## config.mk

```make
export PLATFORM = sky130hd
export DESIGN_NAME = decode_stage
export DESIGN_NICKNAME = d
export VERILOG_FILES = /design/src/rtl/cpu_pkg.sv /design/src/rtl/decode_ctrl.sv /design/src/rtl/decode_stage.sv
export SDC_FILE = /design/constraint.sdc
export NUM_CORES = 1
export LEC_CHECK = 0
export BUFFER_PORTS_ARGS = -buffer_cell sky130_fd_sc_hd__buf_2
export CORE_AREA = 2 2 180 182
export CTS_CLUSTER_DIAMETER = 80
export DETAILED_ROUTE_END_ITERATION = 10
export DIE_AREA = 0 0 182 184
export GPL_ROUTABILITY_DRIVEN = 0
export PLACE_DENSITY_LB_ADDON = 0.2
export SYNTH_ARGS = -nofsm -noshare
export SYNTH_HDL_FRONTEND = slang
export SYNTH_SLANG_ARGS = --single-unit
export TNS_END_PERCENT = 5
```

## constraint.sdc

```tcl
create_clock -name clk -period 4.33 [get_ports clk]
set_input_delay 0.866 -clock clk [delete_from_list [all_inputs] [get_ports clk]]
set_output_delay 0.866 -clock clk [all_outputs]
set_load 0.01 [all_outputs]
```

## src/rtl/cpu_pkg.sv

```systemverilog
// Shared CPU definitions: opcode/funct constants, ALU one-hot encoding,
// decode control bundle, decode-to-execute bus layout and hazard helper.
package cpu_pkg;

    // Primary opcodes (inst[31:26])
    localparam logic [5:0] OP_SPECIAL = 6'h00;
    localparam logic [5:0] OP_J       = 6'h02;
    localparam logic [5:0] OP_JAL     = 6'h03;
    localparam logic [5:0] OP_BEQ     = 6'h04;
    localparam logic [5:0] OP_BNE     = 6'h05;
    localparam logic [5:0] OP_ADDIU   = 6'h09;
    localparam logic [5:0] OP_LUI     = 6'h0f;
    localparam logic [5:0] OP_LW      = 6'h23;
    localparam logic [5:0] OP_SW      = 6'h2b;

    // SPECIAL funct codes (inst[5:0])
    localparam logic [5:0] FN_SLL  = 6'h00;
    localparam logic [5:0] FN_SRL  = 6'h02;
    localparam logic [5:0] FN_SRA  = 6'h03;
    localparam logic [5:0] FN_JR   = 6'h08;
    localparam logic [5:0] FN_ADDU = 6'h21;
    localparam logic [5:0] FN_SUBU = 6'h23;
    localparam logic [5:0] FN_AND  = 6'h24;
    localparam logic [5:0] FN_OR   = 6'h25;
    localparam logic [5:0] FN_XOR  = 6'h26;
    localparam logic [5:0] FN_NOR  = 6'h27;
    localparam logic [5:0] FN_SLT  = 6'h2a;
    localparam logic [5:0] FN_SLTU = 6'h2b;

    // ALU operation one-hot bit positions
    localparam int unsigned ALU_OP_WD = 12;
    localparam int unsigned ALU_ADD  = 0;
    localparam int unsigned ALU_SUB  = 1;
    localparam int unsigned ALU_SLT  = 2;
    localparam int unsigned ALU_SLTU = 3;
    localparam int unsigned ALU_AND  = 4;
    localparam int unsigned ALU_NOR  = 5;
    localparam int unsigned ALU_OR   = 6;
    localparam int unsigned ALU_XOR  = 7;
    localparam int unsigned ALU_SLL  = 8;
    localparam int unsigned ALU_SRL  = 9;
    localparam int unsigned ALU_SRA  = 10;
    localparam int unsigned ALU_LUI  = 11;   // result = src2 << 16

    localparam logic [31:0] RESET_PC = 32'hbfc0_0000;

    typedef struct packed {
        logic [ALU_OP_WD-1:0] alu_op;
        logic use_rs;
        logic use_rt;
        logic src1_is_sa;
        logic src1_is_pc;
        logic src2_is_simm;
        logic src2_is_zimm;
        logic src2_is_8;
        logic dst_is_rt;
        logic dst_is_31;
        logic gr_we;
        logic load_op;
        logic mem_we;
        logic is_beq;
        logic is_bne;
        logic is_j;
        logic is_jr;
    } ctrl_t;

    // Decode-to-execute bus; st_data carries rt for stores.
    typedef struct packed {
        logic [ALU_OP_WD-1:0] alu_op;
        logic                 load_op;
        logic                 mem_we;
        logic [4:0]           dest;
        logic [31:0]          src1;
        logic [31:0]          src2;
        logic [31:0]          st_data;
        logic [31:0]          pc;
    } de_to_es_t;

    localparam int unsigned DE_TO_ES_BUS_WD = ALU_OP_WD + 2 + 5 + 4 * 32;

    // True when a used, nonzero source register is written by a valid stage.
    function automatic logic dest_match(input logic [4:0] src, input logic used,
                                        input logic valid, input logic [4:0] dest);
        return used && (src != 5'd0) && valid && (dest == src);
    endfunction

endpackage

```

## src/rtl/decode_ctrl.sv

```systemverilog
// Combinational opcode/funct decoder producing the decode control bundle.
// Ports:
//   inst - instruction word in the decode register
//   ctrl - decoded control signals; unknown encodings decode to all-zero (nop)
module decode_ctrl
    import cpu_pkg::*;
(
    input  logic [31:0] inst,
    output ctrl_t       ctrl
);

    logic [5:0] op;
    logic [5:0] funct;

    assign op    = inst[31:26];
    assign funct = inst[5:0];

    always_comb begin
        ctrl = '0;
        unique case (op)
            OP_SPECIAL: begin
                ctrl.use_rs = 1'b1;
                ctrl.use_rt = 1'b1;
                ctrl.gr_we  = 1'b1;
                unique case (funct)
                    FN_ADDU: ctrl.alu_op[ALU_ADD]  = 1'b1;
                    FN_SUBU: ctrl.alu_op[ALU_SUB]  = 1'b1;
                    FN_SLT:  ctrl.alu_op[ALU_SLT]  = 1'b1;
                    FN_SLTU: ctrl.alu_op[ALU_SLTU] = 1'b1;
                    FN_AND:  ctrl.alu_op[ALU_AND]  = 1'b1;
                    FN_OR:   ctrl.alu_op[ALU_OR]   = 1'b1;
                    FN_XOR:  ctrl.alu_op[ALU_XOR]  = 1'b1;
                    FN_NOR:  ctrl.alu_op[ALU_NOR]  = 1'b1;
                    FN_SLL, FN_SRL, FN_SRA: begin
                        ctrl.use_rs     = 1'b0;
                        ctrl.src1_is_sa = 1'b1;
                        ctrl.alu_op[ALU_SLL] = (funct == FN_SLL);
                        ctrl.alu_op[ALU_SRL] = (funct == FN_SRL);
                        ctrl.alu_op[ALU_SRA] = (funct == FN_SRA);
                    end
                    FN_JR: begin
                        ctrl.use_rt = 1'b0;
                        ctrl.gr_we  = 1'b0;
                        ctrl.is_jr  = 1'b1;
                    end
                    default: ctrl = '0;
                endcase
            end
            OP_ADDIU: begin
                ctrl.use_rs = 1'b1; ctrl.src2_is_simm = 1'b1;
                ctrl.dst_is_rt = 1'b1; ctrl.gr_we = 1'b1; ctrl.alu_op[ALU_ADD] = 1'b1;
            end
            OP_LUI: begin
                ctrl.src2_is_zimm = 1'b1; ctrl.dst_is_rt = 1'b1;
                ctrl.gr_we = 1'b1; ctrl.alu_op[ALU_LUI] = 1'b1;
            end
            OP_LW: begin
                ctrl.use_rs = 1'b1; ctrl.src2_is_simm = 1'b1; ctrl.dst_is_rt = 1'b1;
                ctrl.gr_we = 1'b1; ctrl.load_op = 1'b1; ctrl.alu_op[ALU_ADD] = 1'b1;
            end
            OP_SW: begin
                ctrl.use_rs = 1'b1; ctrl.use_rt = 1'b1; ctrl.src2_is_simm = 1'b1;
                ctrl.mem_we = 1'b1; ctrl.alu_op[ALU_ADD] = 1'b1;
            end
            OP_BEQ: begin
                ctrl.use_rs = 1'b1; ctrl.use_rt = 1'b1; ctrl.is_beq = 1'b1;
            end
            OP_BNE: begin
                ctrl.use_rs = 1'b1; ctrl.use_rt = 1'b1; ctrl.is_bne = 1'b1;
            end
            OP_J: ctrl.is_j = 1'b1;
            OP_JAL: begin
                // Link value pc+8 is computed by the ALU as pc + 8.
                ctrl.is_j = 1'b1; ctrl.gr_we = 1'b1; ctrl.dst_is_31 = 1'b1;
                ctrl.src1_is_pc = 1'b1; ctrl.src2_is_8 = 1'b1; ctrl.alu_op[ALU_ADD] = 1'b1;
            end
            default: ctrl = '0;
        endcase
    end

endmodule

```

## src/rtl/decode_stage.sv

```systemverilog
// Pipeline decode stage: holds one instruction from fetch, reads operands,
// detects RAW hazards, resolves branches/jumps and emits the execute bus.
// Ports:
//   clk, reset                - clock, asynchronous active-high reset
//   fe_valid/fe_pc/fe_inst    - instruction offered by fetch
//   de_allowin                - decode can accept from fetch this cycle
//   es_allowin                - execute can accept from decode
//   de_to_es_valid/_bus       - decoded instruction to execute
//   rf_raddr1/2, rf_rdata1/2  - register file read port (rs, rt)
//   {es,ms,ws}_{dest,valid}   - downstream destinations for hazard checks
//   es_is_load                - execute holds a load
//   {es,ms,ws}_fwd            - downstream results (bypass build only)
//   br_taken/br_target        - fetch redirect; delay slot is never squashed
//   de_block                  - decode stalled on a hazard
// Build option: define DE_BYPASS_EN to forward results and stall only on
// an execute-stage load-use; otherwise stall on any pending writer.
module decode_stage
    import cpu_pkg::*;
(
    input  logic                       clk,
    input  logic                       reset,
    input  logic                       fe_valid,
    input  logic [31:0]                fe_pc,
    input  logic [31:0]                fe_inst,
    output logic                       de_allowin,
    input  logic                       es_allowin,
    output logic                       de_to_es_valid,
    output logic [DE_TO_ES_BUS_WD-1:0] de_to_es_bus,
    output logic [4:0]                 rf_raddr1,
    output logic [4:0]                 rf_raddr2,
    input  logic [31:0]                rf_rdata1,
    input  logic [31:0]                rf_rdata2,
    input  logic [4:0]                 es_dest,
    input  logic [4:0]                 ms_dest,
    input  logic [4:0]                 ws_dest,
    input  logic                       es_valid,
    input  logic                       ms_valid,
    input  logic                       ws_valid,
    input  logic                       es_is_load,
    input  logic [31:0]                es_fwd,
    input  logic [31:0]                ms_fwd,
    input  logic [31:0]                ws_fwd,
    output logic                       br_taken,
    output logic [31:0]                br_target,
    output logic                       de_block
);

    logic        de_valid_q;
    logic [31:0] de_pc_q;
    logic [31:0] de_inst_q;
    logic        de_ready_go;
    logic        hazard;
    ctrl_t       ctrl;
    de_to_es_t   bus;
    logic [4:0]  rs, rt, rd, sa;
    logic [15:0] imm;
    logic [31:0] rs_value, rt_value, pc_plus4, simm;
    logic        br_cond;

    decode_ctrl u_decode_ctrl (
        .inst (de_inst_q),
        .ctrl (ctrl)
    );

    always_ff @(posedge clk or posedge reset) begin
        if (reset) begin
            de_valid_q <= 1'b0;
            de_pc_q    <= RESET_PC;
            de_inst_q  <= 32'h0;
        end else if (de_allowin) begin
            de_valid_q <= fe_valid;
            if (fe_valid) begin
                de_pc_q   <= fe_pc;
                de_inst_q <= fe_inst;
            end
        end
    end

    assign rs  = de_inst_q[25:21];
    assign rt  = de_inst_q[20:16];
    assign rd  = de_inst_q[15:11];
    assign sa  = de_inst_q[10:6];
    assign imm = de_inst_q[15:0];
    assign simm = {{16{imm[15]}}, imm};

    assign rf_raddr1 = rs;
    assign rf_raddr2 = rt;

`ifdef DE_BYPASS_EN
    // Youngest writer wins: es > ms > ws > regfile.
    always_comb begin
        rs_value = rf_rdata1;
        if (dest_match(rs, 1'b1, ws_valid, ws_dest)) rs_value = ws_fwd;
        if (dest_match(rs, 1'b1, ms_valid, ms_dest)) rs_value = ms_fwd;
        if (dest_match(rs, 1'b1, es_valid, es_dest)) rs_value = es_fwd;
        rt_value = rf_rdata2;
        if (dest_match(rt, 1'b1, ws_valid, ws_dest)) rt_value = ws_fwd;
        if (dest_match(rt, 1'b1, ms_valid, ms_dest)) rt_value = ms_fwd;
        if (dest_match(rt, 1'b1, es_valid, es_dest)) rt_value = es_fwd;
    end

    // Load data is not available until memory stage, so only that stalls.
    assign hazard = dest_match(rs, ctrl.use_rs, es_valid && es_is_load, es_dest)
                 || dest_match(rt, ctrl.use_rt, es_valid && es_is_load, es_dest);
`else
    logic unused_fwd;
    assign unused_fwd = ^{es_fwd, ms_fwd, ws_fwd, es_is_load};

    assign rs_value = rf_rdata1;
    assign rt_value = rf_rdata2;

    assign hazard = dest_match(rs, ctrl.use_rs, es_valid, es_dest)
                 || dest_match(rs, ctrl.use_rs, ms_valid, ms_dest)
                 || dest_match(rs, ctrl.use_rs, ws_valid, ws_dest)
                 || dest_match(rt, ctrl.use_rt, es_valid, es_dest)
                 || dest_match(rt, ctrl.use_rt, ms_valid, ms_dest)
                 || dest_match(rt, ctrl.use_rt, ws_valid, ws_dest);
`endif

    assign de_ready_go    = !hazard;
    assign de_allowin     = !de_valid_q || (de_ready_go && es_allowin);
    assign de_to_es_valid = de_valid_q && de_ready_go;
    assign de_block       = de_valid_q && !de_ready_go;

    // Branch resolution
    assign pc_plus4 = de_pc_q + 32'd4;

    always_comb begin
        br_cond = (ctrl.is_beq && (rs_value == rt_value))
               || (ctrl.is_bne && (rs_value != rt_value))
               || ctrl.is_j || ctrl.is_jr;
        if (ctrl.is_jr) begin
            br_target = rs_value;
        end else if (ctrl.is_j) begin
            br_target = {pc_plus4[31:28], de_inst_q[25:0], 2'b00};
        end else begin
            br_target = pc_plus4 + {simm[29:0], 2'b00};
        end
    end

    // Gated by ready_go so a stalled branch never redirects with stale operands.
    assign br_taken = de_valid_q && de_ready_go && br_cond;

    // Output bus
    always_comb begin
        bus         = '0;
        bus.alu_op  = ctrl.alu_op;
        bus.load_op = ctrl.load_op;
        bus.mem_we  = ctrl.mem_we;
        if (!ctrl.gr_we)         bus.dest = 5'd0;
        else if (ctrl.dst_is_31) bus.dest = 5'd31;
        else if (ctrl.dst_is_rt) bus.dest = rt;
        else                     bus.dest = rd;
        if (ctrl.src1_is_sa)      bus.src1 = {27'd0, sa};
        else if (ctrl.src1_is_pc) bus.src1 = de_pc_q;
        else                      bus.src1 = rs_value;
        if (ctrl.src2_is_simm)      bus.src2 = simm;
        else if (ctrl.src2_is_zimm) bus.src2 = {16'd0, imm};
        else if (ctrl.src2_is_8)    bus.src2 = 32'd8;
        else                        bus.src2 = rt_value;
        bus.st_data = rt_value;
        bus.pc      = de_pc_q;
    end

    assign de_to_es_bus = bus;

endmodule

```

[Word-level counts from Yosys, hierarchy flattened]
Index checks and enable logic that the tools add are counted.
Widths: inputs -> output; s select.
Word-level totals
  output and inout port bits: 193
  RAM bits: 0
  memories: 0
  bits in read-only memories: 0
  bits in latches: 0
  input port bits: 247
  flip-flop bits (word level): 65
Cells by class
  multiplexer cells: 39
  equal/unequal tests: 27
  reduce and logical (&&, ||, !) cells: 46
  magnitude comparators: 0
  bitwise operators: 0
  $mul: 0
  shift operators: 0
  add/sub/neg operators: 2
  div/mod/pow operators: 0
Operator list (count)
  $mux 32: 7
  $eq 6x6->1 const B: 10
  $add 32x3->32 const B: 1
  $add 32x32->32: 1
  $eq 32x32->1: 1
  $ne 32x32->1: 1
  $eq 5x5->1: 6
  $eq 6x2->1 const B: 4
  $mux 1: 23
  $logic_and 1x1->1: 20
  $eq 6x4->1 const B: 3
  $mux 5: 3
  $eq 6x3->1 const B: 2
  $logic_not 6->1: 2
  $reduce_or 3->1: 4
  $reduce_or 11->1: 1
  $mux 10: 1
  $reduce_bool 5->1: 2
  $logic_or 1x1->1: 9
  $reduce_or 9->1: 1
  $pmux 1 s2: 4
  $reduce_or 4->1: 2
  $reduce_or 5->1: 1
  $mux 3: 1
  other kinds (3): 4

[Depth between registers and ports, before layout]
  depth after elaboration: 16
  gate-level depth with buffers: 18
  depth with buffers taken out: 17

[Hierarchy]
A second synthesis with hierarchy kept.
Second synthesis, totals
  cell total of the unflattened synthesis: 951
  area total of the unflattened synthesis: 8129.0 µm²
Modules (own cells, without submodules)
  decode_stage: seq. area each 1637.8 µm², cells an instance 876, area each 7701.1 µm², instances 1
  decode_ctrl: seq. area each 0.0 µm², cells an instance 75, area each 427.9 µm², instances 1

[Worst setup path before layout]
OpenSTA, ideal clock, no wires.
  path kind: register to output
  start point: register de_pc_q[4]
  end point: output port br_target[27]
  stages on the path, launching flop included: 17
  setup slack: -80 ps
  arrival time: 3544 ps
  data required time: 3464 ps
  path through: dfrtp_1 -> and4_1 -> and4_1 -> buf_4 -> and3_2 -> nand2_1 -> xnor2_1 -> ha_1 -> and3_1 -> and4_1 -> nand3_1 -> a21oi_2 -> o41ai_1 -> o22ai_1 -> or2_1 -> xnor2_1 -> o21ai_0
On the way
  longest elaborated chain between the ends: 4
Ends and longest elaborated chain
  start: declaration: RTL line decode_stage.sv:49  | logic [31:0] de_pc_q;
  start signal: assignment: RTL line decode_stage.sv:73  | de_pc_q <= fe_pc;
  $add 32x3->32: RTL line decode_stage.sv:126  | assign pc_plus4 = de_pc_q + 32'd4;
  $add 32x32->32: RTL line decode_stage.sv:137  | br_target = pc_plus4 + {simm[29:0], 2'b00};
  $mux 32: RTL line decode_stage.sv:134  | end else if (ctrl.is_j) begin
  $mux 32: RTL line decode_stage.sv:132  | if (ctrl.is_jr) begin
  end: declaration: RTL line decode_stage.sv:44  | output logic [31:0] br_target,
No other way between the ends.

[Worst setup path in the final report]
  start point: register de_pc_q[3]
  end point: output port br_target[31]
On the way
  longest elaborated chain between the ends: 4
Ends and longest elaborated chain (RTL line)
  $add 32x3->32 (*): decode_stage.sv:126
  $add 32x32->32: decode_stage.sv:137
  $mux 32 (*): decode_stage.sv:134
  $mux 32 (*): decode_stage.sv:132
Mark *: on every way between the ends. The rest lies on a longest branch, timed or not.

==> metrics.md <==
| Metric | Value |
|---|---|
| Clk buf depth | 2 |
| Unrepaired setup endpoints after global routing | true |
| CP endpoint kind | primary output |
| Post-synth top cells | 141 x nand2_1, 89 x a21oi_1, 69 x xor2_1 |
| Hold Violations, Final | 0 |
| Worst relative slew slack | 43.0% |
| Top FF cell, synth | dfrtp_1 |
| Nets@finish | 1593 |
| FMAX | 210 MHz |
| HP Class | register to register |
| Post-synth EDFFs | 0 |
| GR Overflow Total | 0 |
| Synth top area share | 18.0% |
| Fin Clk Skew | 0.00876 ns |
| Maximum fanout along the worst path | 3 |
| CTS root buf | clkbuf_16 |
| All-Layer GR Usage | 20.8% |
| Vias in the first global route | 8149 |
| Die area | 0.0335 mm2 |
| Pleak | 5.44 nW |
| Final Util | 34.3% |
| H-tree Lvls | 3 |
| DRC errors left | 0 |
| Final setup viols | 15 |
| Netlist cell types | 81 |
| Post-DR vias/cell | 4.78 |
| Final TNS setup | -2.92 ns |
| Measured slew at the worst slew-check pin | 0.855 ns |
| Final non-filler cell total | 1722 |
| Cell chain of the critical path | ha_2, and3_4, nand3_4, or3_4, nor2_4, xor2_2, ha_4, a21oi_4, o211ai_1, o211ai_1, nand2_1, o311ai_2, and3_4, o21ai_2, xnor2_1, mux2_4, buf_6 |
| PortBufs | 342 |
| Clock Latency Late Sink | 0.35 ns |
| Wire length per cell | 20.8 um |
| Yosys reg bits | 65 |
| Initial drt markers | 556 |
| Most numerous cell in the Yosys netlist | nand2_1 |
| Final period util | 110% |
| Pins Over Slew Limit | 0 |
| Clk slew on worst S/H paths | 0.06 ns |
| Global-route wire length before repair | 52000 um |
| Final HPWL DP | 28600 um |
| First-pass DRT Iterations | 5 |
| Standard-cell row count | 65 |
| Antenna cells | 0 |
| Power Dens Cells | 400 mW/mm2 |
| Clock sink count | 65 |
| Syn Nets | 1228 |
| Max_cap viols | 0 |
| Violated checks | negative setup slack |
| Routed via count | 8233 |
| Worst Setup Start Kind | register |
| WP buf/inv | 1 |
| Share of cells above drive strength 1 | 47.0% |
| Avg Synthesized Cell Area | 8.22 um2 |
| Status | finished, violations left |
| Initial Util | 24.9% |
| Setup Crit Path Kind | register to primary output |
| Cell area after layout | 0.0108 mm2 |
| Final wirelength | 35800 um |
| Synth area leader | dfrtp_1 |
| Slowest cell on crit path | or3_4 |
| Largest net degree at the start of global routing | 42 |
| PnR worst setup slack | -0.440 ns |
| Synthesized cell area | 0.00780 mm2 |
| Die X | 182 um |
| Sequential share of the synthesized area | 21.0% |
| CTS tree | yes |
| Syn-to-layout area delta | 38.0% |
| Mapped Cells | 950 |
| CP arrival | 3.90 ns |
| Synth warnings | 0 |
| Io pins | 440 |
| Core box area | 0.0314 mm2 |
| Antenna violations before repair | 2 |
| Tmin final | 4.77 ns |
| Placed cells | 1699 |
| Crit path max-delay family | simple AND/OR/NAND/NOR gates |
| Total power draw | 0.00431 W |
| Die extent in y | 184 um |
| Area after DPL | 0.0102 mm2 |
| Required @ worst endpoint | 3.46 ns |
| Ranking of synthesized cells by area | dfrtp_1 18%, mux2_4 12%, xor2_1 7.7% |
| CTS buffer count | 9 |
| Post-route antenna net violation count | 0 |
| Slowest cell delay on critical path | 0.42 ns |
| Max IR drop VDD | 0.194 mV |
| Async set-reset flop share out of synthesis | 100% |
-- area by class of cell --
| type | instances | area, um2 |
|---|---|---|
| Timing Repair Buffer | 457 | 2600 |
| Clock buffer | 13 | 250 |
| Sequential cell | 65 | 1650 |
| Clock inverter | 3 | 40.0 |
| Fill cell | 3387 | 20600 |
| Inverter | 16 | 61.3 |
| Tap cell | 402 | 503 |
| Multi-Input combinational cell | 766 | 5670 |
-- what timing repair did --
| action | in CTS | in global routing |
|---|---|---|
| hold buffers | 0 | 0 |
| setup buffers | 4 | 3 |
| cloned | 0 | 0 |
| gates resized for setup | 31 | 27 |
| pin swaps | 26 | 25 |
| setup endpoints to repair | 18 | 20 |
-- worst register-to-register path, delay by kind of cell (launching register included) --
family | cells | cell delay (ns)
compound gates | 3 | 0.77
flops | 1 | 0.50
simple gates | 4 | 1.21
buf+inv | 1 | 0.28
mux | 1 | 0.33
-- path summary, 6_finish.rpt --
path                               start            end  slack, ns  depth (start not counted)
max in group asynchronous          reset    de_pc_q[28]       2.83                          3
min in group asynchronous          reset    de_pc_q[10]       0.58                          2
setup / recovery              de_pc_q[3]  br_target[31]      -0.44                         17
hold reg to reg               de_pc_q[1]     de_pc_q[1]       0.57                          1
setup reg to reg           de_inst_q[30]     de_pc_q[5]       1.12                          9
hold / removal                de_pc_q[1]     de_pc_q[1]       0.57                          1
-- flip-flops by register name, summed over array words and instances, names as in the netlist --
name	cells
de_valid_q	1
de_inst_q	32
de_pc_q	32
-- report_power, final --
group / switching, W / leakage (nW) / total (W) / internal, W
Sequential: 0.000170 / 0.741 / 0.000882 / 0.000711
Combinational: 0.00140 / 4.55 / 0.00265 / 0.00125
Clock: 0.000317 / 0.144 / 0.000779 / 0.000462
Total: 0.00188 / 5.44 / 0.00431 / 0.00243
-- layer usage --
| layer | vias up | wire length (um) | global-route usage (%) | part of all wire (%) |
|---|---|---|---|---|
| met5 | - | 9 | 0 | 0.025 |
| met4 | 2 | 529 | 4.65 | 1.5 |
| met3 | 26 | 1690 | 3.21 | 4.7 |
| met2 | 277 | 16700 | 34.4 | 47 |
| met1 | 3911 | 16800 | 28.6 | 47 |
| li1 | 4017 | - | - | - |
-- per-stage QoR --
stage          worst slack [ns]  hold WS [ns]
2_1_floorplan            0.0473         0.549
3_3_place_gp             -0.376         0.552
3_5_place_dp             -0.418         0.559
4_1_cts                  -0.524         0.572
5_1_grt                  -0.622         0.596
6_report                 -0.440         0.568
-- kinds of logic after synthesis --
family	after synthesis	synth area share (%)
xor+xnor	115	12.9
mux	75	13.6
flops	65	21.0
simple gates	333	21.0
compound gates	212	17.1
buf+inv	119	9.35
fa+ha+maj	31	5.07
-- placed cells by master (no fill, tap or decap), types with 28 or more instances in the layout --
master   netlist  final
buf_2         20    341
nand2_1      141    139
buf_4         45    113
a21oi_1       89     80
xor2_1        69     67
mux2_4        61     61
nor2_1        60     57
dfrtp_1       56     48
xnor2_1       46     44
nand3_1       43     42
o21ai_0       41     31
ha_1          30     28
No activity file was read; power rests on OpenSTA's default activity.
